$ cat src/rtl/axi_gran_pkg.sv
// Shared types and helpers for the granular AR merger: AXI channel structs,
// FSM state encoding and the merge-eligibility check.
package axi_gran_pkg;

    localparam int unsigned IdW       = 4;
    localparam int unsigned AddrW     = 32;
    localparam int unsigned DataW     = 64;
    localparam int unsigned UserW     = 1;
    localparam int unsigned PageBytes = 4096;
    localparam int unsigned PageShift = $clog2(PageBytes);

    localparam logic [1:0] BurstIncr = 2'b01;

    typedef logic [7:0] len_t;
    typedef len_t       frag_len_t;

    typedef enum logic [1:0] {
        IDLE,
        HOLD,
        EMIT
    } merge_state_e;

    typedef struct packed {
        logic [IdW-1:0]   id;
        logic [AddrW-1:0] addr;
        len_t             len;
        logic [2:0]       size;
        logic [1:0]       burst;
        logic             lock;
        logic [3:0]       cache;
        logic [2:0]       prot;
        logic [3:0]       qos;
        logic [3:0]       region;
        logic [5:0]       atop;
        logic [UserW-1:0] user;
    } aw_chan_t;

    typedef struct packed {
        logic [DataW-1:0]   data;
        logic [DataW/8-1:0] strb;
        logic               last;
        logic [UserW-1:0]   user;
    } w_chan_t;

    typedef struct packed {
        logic [IdW-1:0]   id;
        logic [1:0]       resp;
        logic [UserW-1:0] user;
    } b_chan_t;

    typedef struct packed {
        logic [IdW-1:0]   id;
        logic [AddrW-1:0] addr;
        len_t             len;
        logic [2:0]       size;
        logic [1:0]       burst;
        logic             lock;
        logic [3:0]       cache;
        logic [2:0]       prot;
        logic [3:0]       qos;
        logic [3:0]       region;
        logic [UserW-1:0] user;
    } ar_chan_t;

    typedef struct packed {
        logic [IdW-1:0]   id;
        logic [DataW-1:0] data;
        logic [1:0]       resp;
        logic             last;
        logic [UserW-1:0] user;
    } r_chan_t;

    typedef struct packed {
        aw_chan_t aw;
        logic     aw_valid;
        w_chan_t  w;
        logic     w_valid;
        logic     b_ready;
        ar_chan_t ar;
        logic     ar_valid;
        logic     r_ready;
    } req_t;

    typedef struct packed {
        logic    aw_ready;
        logic    ar_ready;
        logic    w_ready;
        logic    b_valid;
        b_chan_t b;
        logic    r_valid;
        r_chan_t r;
    } resp_t;

    // True when ar directly continues acc with identical attributes, stays in
    // acc's 4 KiB page and the combined length fits within limit. AR carries no
    // atomic operation, so there is no atop term here.
    function automatic logic ar_mergeable(ar_chan_t acc, ar_chan_t ar, len_t limit);
        logic [AddrW-1:0] next_addr;
        logic [AddrW-1:0] last_addr;
        logic [8:0]       sum_len;
        logic             same_attr;
        next_addr = acc.addr + ((AddrW'(acc.len) + AddrW'(1)) << acc.size);
        last_addr = ar.addr + ((AddrW'(ar.len) + AddrW'(1)) << ar.size) - AddrW'(1);
        sum_len   = {1'b0, acc.len} + {1'b0, ar.len} + 9'd1;
        same_attr = (ar.id == acc.id) && (ar.size == acc.size) && (ar.cache == acc.cache) &&
                    (ar.prot == acc.prot) && (ar.qos == acc.qos) &&
                    (ar.region == acc.region) && (ar.lock == acc.lock) &&
                    (ar.user == acc.user);
        return same_attr && (ar.addr == next_addr) &&
               ((acc.addr >> PageShift) == (last_addr >> PageShift)) &&
               (sum_len <= {1'b0, limit});
    endfunction

endpackage

$ cat src/rtl/axi_gran_ar_frag_fifo.sv
// FIFO of upstream fragment lengths; the head is the fragment whose R beats
// are currently being returned.
module axi_gran_ar_frag_fifo
    import axi_gran_pkg::*;
#(
    parameter int unsigned Depth = 8
) (
    input  logic      clk,
    input  logic      rst,
    input  logic      push,
    input  frag_len_t push_len,
    input  logic      pop,
    output frag_len_t head_len,
    output logic      full,
    output logic      empty
);

    localparam int unsigned PtrW = (Depth > 1) ? $clog2(Depth) : 1;
    localparam int unsigned CntW = $clog2(Depth + 1);

    frag_len_t       mem_q [Depth];
    logic [PtrW-1:0] wptr_q, rptr_q;
    logic [CntW-1:0] cnt_q;
    logic            do_push, do_pop;

    // Full is judged on the current count, so a push is refused even if a pop
    // happens in the same cycle.
    assign full     = (cnt_q == CntW'(Depth));
    assign empty    = (cnt_q == '0);
    assign do_push  = push && !full;
    assign do_pop   = pop && !empty;
    assign head_len = mem_q[rptr_q];

    // Storage array; contents are don't-care while empty, so no reset.
    always_ff @(posedge clk) begin
        if (do_push) begin
            mem_q[wptr_q] <= push_len;
        end
    end

    // Pointers and occupancy.
    always_ff @(posedge clk) begin
        if (rst) begin
            wptr_q <= '0;
            rptr_q <= '0;
            cnt_q  <= '0;
        end else begin
            if (do_push) begin
                wptr_q <= (wptr_q == PtrW'(Depth - 1)) ? '0 : wptr_q + PtrW'(1);
            end
            if (do_pop) begin
                rptr_q <= (rptr_q == PtrW'(Depth - 1)) ? '0 : rptr_q + PtrW'(1);
            end
            cnt_q <= cnt_q + CntW'(do_push) - CntW'(do_pop);
        end
    end

endmodule

$ cat src/rtl/axi_gran_ar_merger.sv
// Coalesces contiguous same-ID INCR AR fragments into longer downstream
// bursts and rebuilds each fragment's r.last on the way back. AW/W/B pass
// straight through.
module axi_gran_ar_merger
    import axi_gran_pkg::*;
#(
    parameter int unsigned IdWidth   = IdW,
    parameter int unsigned AddrWidth = AddrW,
    parameter int unsigned FragDepth = 8,
    parameter type axi_req_t     = req_t,
    parameter type axi_resp_t    = resp_t,
    parameter type axi_ar_chan_t = ar_chan_t
) (
    input  logic       clk_i,
    input  logic       rst_i,
    input  len_t       merge_limit_i,
    input  logic [7:0] timeout_i,
    input  axi_req_t   slv_req_i,
    output axi_resp_t  slv_resp_o,
    output axi_req_t   mst_req_o,
    input  axi_resp_t  mst_resp_i
);

    // The merge helper works on the package channel layout.
    if (IdWidth != IdW || AddrWidth != AddrW) begin : gen_width_check
        $error("axi_gran_ar_merger: IdWidth/AddrWidth must match axi_gran_pkg");
    end

    merge_state_e     state_q, state_d;
    axi_ar_chan_t     acc_q, acc_d;
    logic [IdWidth-1:0] cur_id_q, cur_id_d;
    logic [7:0]       wait_q, wait_d;
    len_t             beat_q, beat_d;
    logic             merged_q, merged_d;

    logic       fifo_push, fifo_pop, fifo_full, fifo_empty;
    frag_len_t  head_len;
    logic       ar_ready, ar_valid_out;
    logic       eligible, mergeable;
    logic [8:0] merged_len;
    logic       r_fire, up_last;

    axi_gran_ar_frag_fifo #(
        .Depth (FragDepth)
    ) u_frag_fifo (
        .clk      (clk_i),
        .rst      (rst_i),
        .push     (fifo_push),
        .push_len (slv_req_i.ar.len),
        .pop      (fifo_pop),
        .head_len (head_len),
        .full     (fifo_full),
        .empty    (fifo_empty)
    );

    assign eligible = (merge_limit_i != '0) && (slv_req_i.ar.burst == BurstIncr) &&
                      slv_req_i.ar.cache[1] && (slv_req_i.ar.len < merge_limit_i);
    assign mergeable  = ar_mergeable(acc_q, slv_req_i.ar, merge_limit_i) && !fifo_full;
    assign merged_len = {1'b0, acc_q.len} + {1'b0, slv_req_i.ar.len} + 9'd1;

    // AR FSM: accept, hold for merge partners, emit the accumulated burst.
    always_comb begin
        state_d      = state_q;
        acc_d        = acc_q;
        cur_id_d     = cur_id_q;
        wait_d       = wait_q;
        merged_d     = merged_q;
        fifo_push    = 1'b0;
        ar_ready     = 1'b0;
        ar_valid_out = 1'b0;
        unique case (state_q)
            IDLE: begin
                ar_ready = !fifo_full && (fifo_empty || (slv_req_i.ar.id == cur_id_q));
                if (slv_req_i.ar_valid && ar_ready) begin
                    acc_d     = slv_req_i.ar;
                    fifo_push = 1'b1;
                    cur_id_d  = slv_req_i.ar.id;
                    wait_d    = '0;
                    merged_d  = 1'b0;
                    state_d   = eligible ? HOLD : EMIT;
                end
            end
            HOLD: begin
                if (slv_req_i.ar_valid && mergeable) begin
                    ar_ready  = 1'b1;
                    acc_d.len = merged_len[7:0];
                    fifo_push = 1'b1;
                    wait_d    = '0;
                    merged_d  = 1'b1;
                end else if (slv_req_i.ar_valid || (wait_q == timeout_i) ||
                             (acc_q.len >= merge_limit_i)) begin
                    // >= so that a limit lowered below the held length still flushes.
                    state_d = EMIT;
                end else if (wait_q != 8'hFF) begin
                    wait_d = wait_q + 8'd1;
                end
            end
            EMIT: begin
                ar_valid_out = 1'b1;
                if (mst_resp_i.ar_ready) begin
                    state_d = IDLE;
                end
            end
            default: state_d = IDLE;
        endcase
        if (rst_i) begin
            ar_ready     = 1'b0;
            fifo_push    = 1'b0;
            ar_valid_out = 1'b0;
        end
    end

    assign r_fire   = mst_resp_i.r_valid && slv_req_i.r_ready;
    assign up_last  = (beat_q == head_len);
    assign fifo_pop = r_fire && up_last && !fifo_empty;

    // Beat counter within the current upstream fragment.
    always_comb begin
        beat_d = beat_q;
        if (r_fire) begin
            beat_d = up_last ? '0 : beat_q + len_t'(1);
        end
    end

    // State registers.
    always_ff @(posedge clk_i) begin
        if (rst_i) begin
            state_q  <= IDLE;
            acc_q    <= '0;
            cur_id_q <= '0;
            wait_q   <= '0;
            beat_q   <= '0;
            merged_q <= 1'b0;
        end else begin
            state_q  <= state_d;
            acc_q    <= acc_d;
            cur_id_q <= cur_id_d;
            wait_q   <= wait_d;
            beat_q   <= beat_d;
            merged_q <= merged_d;
        end
    end

    // Channel muxing: everything passes through except AR and r.last.
    always_comb begin
        mst_req_o             = slv_req_i;
        mst_req_o.ar          = acc_q;
        mst_req_o.ar_valid    = ar_valid_out;
        slv_resp_o            = mst_resp_i;
        slv_resp_o.ar_ready   = ar_ready;
        slv_resp_o.r.last     = up_last;
    end

    a_r_has_frag: assert property (@(posedge clk_i) disable iff (rst_i)
        mst_resp_i.r_valid |-> !fifo_empty)
        else $fatal(1, "R beat returned with no outstanding fragment");

    a_last_aligned: assert property (@(posedge clk_i) disable iff (rst_i)
        (r_fire && mst_resp_i.r.last) |-> up_last)
        else $error("downstream r.last not on a fragment boundary");

    a_len_bound: assert property (@(posedge clk_i) disable iff (rst_i)
        (ar_valid_out && merged_q) |-> (acc_q.len <= merge_limit_i))
        else $error("merged AR exceeds merge limit");

endmodule

$ cat config.mk
export PLATFORM = sky130hd
export DESIGN_NAME = axi_gran_ar_merger
export DESIGN_NICKNAME = d
export VERILOG_FILES = /design/src/rtl/axi_gran_pkg.sv /design/src/rtl/axi_gran_ar_frag_fifo.sv /design/src/rtl/axi_gran_ar_merger.sv
export SDC_FILE = /design/constraint.sdc
export NUM_CORES = 1
export LEC_CHECK = 0
export CELL_PAD_IN_SITES_DETAIL_PLACEMENT = 1
export CELL_PAD_IN_SITES_GLOBAL_PLACEMENT = 1
export CORE_AREA = 2 2 242 244
export DETAILED_ROUTE_END_ITERATION = 8
export DIE_AREA = 0 0 244 246
export GPL_ROUTABILITY_DRIVEN = 0
export PLACE_DENSITY = 0.75
export SLEW_MARGIN = 40
export SYNTH_ARGS = -nofsm -noshare
export SYNTH_HDL_FRONTEND = slang
export SYNTH_SLANG_ARGS = --single-unit
$ cat constraint.sdc
create_clock -name clk_i -period 6.7 [get_ports clk_i]
set_clock_uncertainty 0.15 [all_clocks]
set_input_delay 1.005 -clock clk_i [delete_from_list [all_inputs] [get_ports clk_i]]
set_output_delay 1.005 -clock clk_i [all_outputs]
set_load 0.01 [all_outputs]
==> results.md, run 1 <==
- The run finished, with violations left.
- The checks that failed: setup timing.
- The number of antenna violations at the first check in global routing is 0.
- For this design, the slowest cell found on the critical path is sky130_fd_sc_hd__a2111oi_4.
- In this run the worst path has a maximum fanout of 4.
- The width of the die is 244 um.
- The placement-stage cell area is 0.01736 mm2.
- Setup violations remaining at the end of the flow were counted as 1.
- The met1 track utilization from global routing is 25.01%.
- The synthesized flop and latch total is 161.
- For this design the top-level I/O count stands at 620.
- The analysis attributes to cell leakage a power of 0.007425 uW.
- Synthesis produced 1863 cells.
- Using the TritonRoute via totals, the vias-per-cell ratio works out to 5.351.
- The path class of the tightest hold or removal check is reg -> reg.
- The via count of the first global-routing pass is 15490.
- The number of clock sinks seen by CTS is 161.
- The synthesized design contains 64 enable-type register cells.
- Summing over every cut layer, the via total after detailed routing is 14850.
- The post-route netlist has 23.57% of its cells at a drive strength greater than 1.
- In the finished design, the share of the clock period the worst path needs comes to 105.4%.
- TritonCTS created 17 clock buffers.
- Including well taps, the total number of placed cells is 2717.
- The clock period minus worst slack is 7.062 ns.
- The path with the worst hold slack has its endpoint at mst_req_o[20].
- The endpoint identified for the worst register-to-register timing path is u_frag_fifo.mem_q[4][0].
- The share of total power dissipated in combinational logic is 57.6%.
- The share of flip-flops with an asynchronous set or reset after synthesis is 0%.
- The H-tree depth reported by CTS is 4.
- The beginning of the worst register-to-register path is mst_req_o[28].
- The final instance count without filler cells is 2776.
- The area share of the leading cell type in the synthesized netlist is 12.92%.
- The power density relative to cell area is 308.5 mW/mm2.
- No sink is reached through more buffers than the 2 on the longest clock path.
- The met2 usage in global routing is 32.64%.
- The sequential fraction of the synthesis area is 25.70%.
- The arrival time of the worst setup path is 5.91 ns.
- By count the netlist is led by sky130_fd_sc_hd__nand2_1 (253), sky130_fd_sc_hd__buf_4 (237), sky130_fd_sc_hd__a21oi_1 (143), sky130_fd_sc_hd__inv_1 (106), sky130_fd_sc_hd__ha_1 (105).
- The floorplan step defined a die boundary enclosing 0.06002 mm2.
- Summed over all nets, the switching power comes to 2626 uW.
- The first-pass GRT wire length is 92800 um.
- The remaining antenna violation count is 0.
- The proportion of total power due to net switching is 44.88%.
- TritonCTS built the clock tree.
- The cts-stage hold buffer count is 0.
- The final max-slew violation count is 0.
- The clock group share of total power is 18.1%.
- The most used flip-flop cell after synthesis is sky130_fd_sc_hd__dfxtp_1.
- Yosys attributes the largest share of cell area to sky130_fd_sc_hd__dfxtp_1 (13%), sky130_fd_sc_hd__edfxtp_1 (13%), sky130_fd_sc_hd__buf_4 (12%).
- Across the run, the number of max-cap violations was 0.
- Static timing analysis puts the maximum clock frequency at 141.6 MHz.
- The remaining global-route overflow is 0.
- Summed over all instances, the cell type with the most area after synthesis is sky130_fd_sc_hd__dfxtp_1.
- The most common cell type on the critical path is sky130_fd_sc_hd__buf_4.
- In this run the vertical extent of the chip is 246 um.
- The path type of the worst setup path is in -> out.
- After detailed routing, the average wire length per cell comes to 22.15 um.
- Sequential cells account for 24.4% of the total power.
- Compared with the post-synthesis result, the final layout area differs by 26.18%.
- The number of nets handed over by synthesis was 2290.
- In the final timing run, aggregate negative setup slack is -0.3619 ns.
- The number of antenna diodes in the final layout is 0.
- The startpoint class of the critical path is an input port.
- The cell sitting at the root of the clock tree is a sky130_fd_sc_hd__clkbuf_16.
- VDD sags by at most 0.2411 mV.
- The count of nets after finishing is 2425.
- The clock latency of the later-clocked register in the worst-skew pair is 0.47 ns.
- The relative slew slack is 48.66%.
- Setup repair after global routing could not meet its margin everywhere.
- The startpoint of the lowest-slack hold path is mst_req_o[20].
- The hold violation count in the final report is 0.
- The total wire length is 61490 um.
- Entering global routing, the biggest net connects 70 pins.
- Counting distinct cell types in the post-synthesis netlist gives 80.
- The first detailed-routing pass ran for 5 iterations.
- After legalization and detailed placement, the total HPWL measured 47640 um.
- The internal power summed over all cells is 3226 uW.
- The clock-pin slew reported for the worst setup and hold paths after clock tree synthesis is 0.07 ns.
- The count of standard-cell rows is 88.
- Input and output buffers added on the ports amount to 158.
- The most crowded layer after global routing is met2.
- After routing the design area is 0.01897 mm2.
- The detailed-route DRC error count is 0.
- The number of cells on the worst reg-to-reg path is 23.
- The slack of the critical path is -0.3619 ns.
- On the worst path, the slowest cell contributes a delay of 0.44 ns.
- The detailed router finished its first iteration with 897 violations.
- At the pin with the least slew margin, the transition time is 0.7642 ns.
- Yosys printed 0 warnings.
- The met3 demand-to-capacity share in global routing is 5.588%.
- The worst hold path depth is 2.
- The endpoint class of the critical path is an output pin.
- In this run the register-to-register setup slack is 0.53 ns.
- Once the floorplan was initialized, standard cells occupied 26.21% of the core.
- STA puts the critical path data required time at 5.54 ns.
- After synthesis, the mean cell area works out to 8.069 um2.
- Yosys instantiated no cell more often than sky130_fd_sc_hd__nand2_1.
- Across every metal layer, demand over resource in global routing totals 20.00%.
- The core outline area is 0.05737 mm2.
- The post-synthesis instance area is 0.01503 mm2.
[cell usage in the layout (no fill, tap or decap), types with 10 or more instances in the layout]
cell type                         instances
sky130_fd_sc_hd__o21a_1                  12
sky130_fd_sc_hd__nand2b_1                10
sky130_fd_sc_hd__o21ai_0                 49
sky130_fd_sc_hd__ha_4                    14
sky130_fd_sc_hd__edfxtp_1                64
sky130_fd_sc_hd__buf_4                  251
sky130_fd_sc_hd__buf_6                   17
sky130_fd_sc_hd__nor3_1                  31
sky130_fd_sc_hd__o211ai_1                21
sky130_fd_sc_hd__nor4_1                  26
sky130_fd_sc_hd__xnor2_1                 77
sky130_fd_sc_hd__inv_1                   99
sky130_fd_sc_hd__a21oi_2                 12
sky130_fd_sc_hd__nand3_1                 31
sky130_fd_sc_hd__a211oi_1                17
sky130_fd_sc_hd__nand4_1                 31
sky130_fd_sc_hd__nand2_1                247
sky130_fd_sc_hd__nor2_2                  10
sky130_fd_sc_hd__a21o_1                  27
sky130_fd_sc_hd__o21ai_1                 22
sky130_fd_sc_hd__a31oi_1                 11
sky130_fd_sc_hd__mux2i_1                 20
sky130_fd_sc_hd__ha_1                    89
sky130_fd_sc_hd__mux4_2                  16
sky130_fd_sc_hd__and3_1                  24
sky130_fd_sc_hd__nor2_1                  92
sky130_fd_sc_hd__xor2_1                  49
sky130_fd_sc_hd__clkbuf_16               17
sky130_fd_sc_hd__a21oi_1                131
sky130_fd_sc_hd__dfxtp_1                 94
sky130_fd_sc_hd__clkdlybuf4s50_1        147
[kinds of logic (layout without fill, tap and decap cells)]
logic type                 after synthesis  after routing  synth area share, %
buffers and inverters                  415            563                16.46
xor gates and xnor gates               129            129                7.516
muxes                                   48             48                4.603
adders and majority gates              108            108                9.139
AOI/OAI and AO/OA                      417            417                18.14
DFF                                    161            161                25.70
and+or+nand+nor                        585            585                18.44
[layout make-up]
| cell class | count | area (um2) |
|---|---|---|
| Sequential cell | 161 | 3867 |
| Tap cell | 765 | 957.2 |
| Clock buffer | 17 | 425.4 |
| Clock inverter | 15 | 195.2 |
| Inverter | 106 | 397.9 |
| Timing Repair Buffer | 425 | 3712 |
| Fill cell | 6734 | 38400 |
| Multi-Input combinational cell | 1287 | 9413 |
[registers in the layout (all words and copies together) (netlist names), named ones only]
name / flops
beat_q: 8
cur_id_q: 4
mst_req_o: 62
state_q: 2
u_frag_fifo.cnt_q: 4
u_frag_fifo.mem_q: 64
u_frag_fifo.rptr_q: 3
u_frag_fifo.wptr_q: 3
wait_q: 8
[power groups by stage]
stage	logic, uW	clock network, uW	registers, uW
global placement	2940	0	1420
global route	3620	1110	1450
detailed placement	3040	0	1440
floorplan	1750	0	1390
finish	3370	1060	1430
CTS	3250	1080	1420
[through the flow]
| stage | hold slack (ns) | setup WS [ns] | power, uW | util, % |
|---|---|---|---|---|
| finish | 0.3142 | -0.3619 | 5852 | 33.07 |
| detailed placement | 0.3049 | -1.669 | 4478 | 30.26 |
| floorplan | 0.3041 | 0.06566 | 3138 | - |
| global placement | 0.2943 | -1.578 | 4364 | 30.25 |
| CTS | 0.3174 | -0.2367 | 5755 | 32.60 |
| global route | 0.3480 | -0.4968 | 6183 | 33.07 |
[critical path, delay by kind of cell]
kind            cells  cell delay (ns)
compound gates      8             1.55
simple gates        7             1.09
buf+inv             8             1.07
fa+ha+maj           3             0.77
mux                 2             0.41
[worst max path at each step]
stage          slack, ns                 endpoint     startpoint
6_report           -0.36           slv_resp_o[82]  slv_req_i[25]
4_1_cts            -0.24           slv_resp_o[82]  slv_req_i[26]
3_3_place_gp       -1.58           slv_resp_o[82]  slv_req_i[24]
2_1_floorplan       0.07  u_frag_fifo.mem_q[0][0]  slv_req_i[24]
3_5_place_dp       -1.67           slv_resp_o[82]  slv_req_i[25]
5_1_grt            -0.50           slv_resp_o[82]  slv_req_i[21]
[what timing repair did]
| action | 4_1_cts | 5_1_grt |
|---|---|---|
| buffers inserted | 21 | 5 |
| cloned | 1 | 0 |
| endpoints found under the setup margin | 67 | 1 |
| pin swaps | 55 | 55 |
| resized for setup | 177 | 54 |
[routing by layer]
metal / vias up / routed length [um]
met5: - / 0
li1: 6627 / -
met4: 0 / 2239
met1: 7336 / 25600
met2: 737 / 28610
met3: 154 / 5041
Power figures use the tool's default switching activity.
==> run 2, diff against run 1 <==
==> constraint.sdc (replaced) <==
create_clock -name clk_i -period 6.1 [get_ports clk_i]
set_clock_uncertainty 0.15 [all_clocks]
set_input_delay 0.915 -clock clk_i [delete_from_list [all_inputs] [get_ports clk_i]]
set_output_delay 0.915 -clock clk_i [all_outputs]
set_load 0.01 [all_outputs]
==> run 2 against run 1 <==
  * The flow still finishes with violations (setup timing)
  * Cell count is 4.0% higher
  * Global-route usage rose by 0.90 points
  * Non-clock buffer count is 110 higher
  * Setup slack lost 0.37 ns
  * Hold slack better by 0.00065 ns
  * Critical endpoint unchanged
  * Largest cell class unchanged
  * Highest routed layer is now met5
==> results.md, run 2 (synthesized netlist as in run 1, its figures left out) <==
- The repair_antennas step left the layout with diodes totalling 0.
- Cell internal power was estimated by the tool at 3655 uW.
- Combinational cells account for 59.2% of the total power.
- The remaining antenna violation count is 0.
- The total of max-cap violations is 0.
- In this run the static leakage power is 0.008020 uW.
- The power density relative to cell area is 333.9 mW/mm2.
- The power consumption is 6692 uW.
- The first global-routing pass estimated 96560 um of wire.
- The run finished, with violations left.
- The placement-stage cell area is 0.01839 mm2.
- 620 I/O pins were placed.
- The clock-pin slew reported for the worst setup and hold paths after clock tree synthesis is 0.07 ns.
- The H-tree generated during clock tree synthesis spans 4 levels.
- The worst hold path belongs to the class reg -> reg.
- The clock period minus worst slack is 6.828 ns.
- The library cells used most frequently in the layout, excluding fill and tap cells, are sky130_fd_sc_hd__buf_4 (351), sky130_fd_sc_hd__nand2_1 (249), sky130_fd_sc_hd__clkdlybuf4s50_1 (147).
- The number of CTS-inserted buffers is 17.
- Setup violations remaining at the end of the flow were counted as 86.
- The total wire length is 65030 um.
- The number of hold buffers added after CTS was 0.
- The power spent charging and discharging nets is 3037 uW.
- The wire length per cell after detailed routing is 22.53 um.
- The total die area is 0.06002 mm2.
- For this block, the initial DRC count from the detailed router was 1187.
- The total area inside the core boundary comes to 0.05737 mm2.
- The die is 246 um tall.
- After layout, the worst path uses 111.9% of the clock period.
- In the routed design, unresolved DRC markers number 0.
- After legalization and detailed placement, the total HPWL measured 49790 um.
- The critical path is of the in -> out type.
- The initial standard-cell utilization of the core is 26.21%.
- The part of the total power dissipated in sequential elements is 23.4%.
- Leaving out fill and tap cells, the most frequent cell in the layout is sky130_fd_sc_hd__buf_4.
- The number of antenna violations at the first check in global routing is 0.
- The peak fanout along the critical path is 5.
- The synthesis-to-layout area growth is 33.34%.
- In the final design database the tool counted 2535 nets.
- u_frag_fifo.mem_q holds more flip-flops than any other register.
- The slew at the pin closest to its max-slew limit is 0.8690 ns.
- STA puts the critical path data required time at 5.03 ns.
- The total number of vias is 15450.
- The register with the most flip-flops in the layout has 64 of them.
- The count of buffers inserted at the top-level ports is 158.
- Dividing the detail-routed via count by the number of cells gives 5.353.
- The number of search-and-repair iterations in the first detailed-routing pass is 5.
- The final max-slew violation count is 0.
- After layout, the worst setup slack is -0.7280 ns.
- In this run the horizontal extent of the chip is 244 um.
- Clock tree synthesis found a total of 161 sinks.
- The count of cells in the finished layout, fillers not included, comes to 2886.
- STA classifies the critical path endpoint as an output pin.
- The design area is 0.02005 mm2.
- The placed instance count is 2823.
- For the worst setup path, the data arrival time is 5.76 ns.
- The clock group share of total power is 17.3%.
- The share of post-route cells with drive strength above 1 is 28.43%.
- The clock latency of the later-clocked register in the worst-skew pair is 0.48 ns.
- Entering global routing, the biggest net connects 70 pins.
- The via count of the first global-routing pass is 16130.
- Counting along the longest clock path gives a buffer depth of 2.
- Before CTS, the worst setup slack after placement is -1.783 ns.
- The count of standard-cell rows is 88.
- IR analysis of the VDD net gives a maximum drop of 0.2213 mV.
- The number of filler cells placed in the layout is 6717.
- TritonCTS built the clock tree.
- The checks that failed: setup timing.
- The timing-limited maximum frequency is 146.5 MHz.
- In this run the clock root is driven by a sky130_fd_sc_hd__clkbuf_16.
- Setup repair after global routing could not meet its margin everywhere.
- The relative slew slack is 41.87%.
- For the final routed database, the setup TNS stands at -40.34 ns.
- The hold violation count in the final report is 0.
- The startpoint class of the critical path is an input port.
- Of the total power, the share spent switching nets is 45.38%.
- The global routing usage summed across all routing layers is 20.89%.
- The remaining global-route overflow is 0.
-- run 2: worst max-delay path, stage by stage --
cell                       delay [ns]
sky130_fd_sc_hd__buf_6           0.12
sky130_fd_sc_hd__nand2_1         0.15
sky130_fd_sc_hd__nor2_2          0.19
sky130_fd_sc_hd__a22oi_2         0.09
sky130_fd_sc_hd__o21ai_2         0.16
sky130_fd_sc_hd__nor2_2          0.07
sky130_fd_sc_hd__buf_4           0.13
sky130_fd_sc_hd__mux2_4          0.27
sky130_fd_sc_hd__mux2i_1         0.22
sky130_fd_sc_hd__ha_2            0.22
sky130_fd_sc_hd__inv_2           0.04
sky130_fd_sc_hd__ha_4            0.29
sky130_fd_sc_hd__nand2_2         0.06
sky130_fd_sc_hd__a211o_1         0.34
sky130_fd_sc_hd__a211oi_4        0.32
sky130_fd_sc_hd__nor2_2          0.10
sky130_fd_sc_hd__mux2_4          0.28
sky130_fd_sc_hd__a2111o_1        0.36
sky130_fd_sc_hd__or4_4           0.54
sky130_fd_sc_hd__nor4_4          0.39
sky130_fd_sc_hd__buf_6           0.19
sky130_fd_sc_hd__a21oi_4         0.06
sky130_fd_sc_hd__nor3_2          0.10
sky130_fd_sc_hd__buf_2           0.15
-- run 2: routing by layer --
metal / wire [um] / GRT usage [%]
met5: 45 / 0.8170
met4: 2231 / 7.335
met3: 5323 / 4.967
met2: 30400 / 34.45
met1: 27030 / 26.52
-- run 2: per-stage QoR --
| step | hold WS, ns | util [%] |
|---|---|---|
| finish | 0.3149 | 34.94 |
| global route | 0.3448 | 34.94 |
| CTS | 0.3161 | 34.22 |
| detailed placement | 0.3058 | 32.06 |
| global placement | 0.2942 | 32.05 |
| floorplan | 0.3041 | - |
-- run 2: cell type report --
type | instances | area, um2 | share of cell area, %
clock buffers | 17 | 425.4 | 2.122
well taps | 765 | 957.2 | 4.775
inverters | 106 | 397.9 | 1.985
clock inverters | 15 | 198.9 | 0.9924
repair buffers | 535 | 4623 | 23.06
multi-input cells | 1287 | 9569 | 47.74
flip-flops and latches | 161 | 3874 | 19.32
-- run 2: power by group through the flow --
stage | combinational (uW) | clock, uW | sequential [uW]
2_1_floorplan | 1960 | 0 | 1530
3_3_place_gp | 3420 | 0 | 1570
3_5_place_dp | 3550 | 0 | 1580
4_1_cts | 3760 | 1180 | 1560
5_1_grt | 4230 | 1210 | 1590
6_report | 3960 | 1160 | 1570
-- run 2: what timing repair did --
item / in CTS / in global routing
cloned: 2 / 0
setup endpoints to repair: 89 / 86
pin swaps: 46 / 65
hold endpoints to repair: 0 / 0
resized for setup: 125 / 108
setup buffers: 24 / 7
-- run 2: path summary, 6_finish.rpt --
kind | cells past startpoint | slack [ns] | start | to
min reg2reg | 2 | 0.31 | mst_req_o[19] | mst_req_o[19]
max reg2reg | 35 | -0.51 | mst_req_o[24] | u_frag_fifo.cnt_q[1]
min | 2 | 0.31 | mst_req_o[19] | mst_req_o[19]
max | 24 | -0.73 | slv_req_i[24] | slv_resp_o[82]
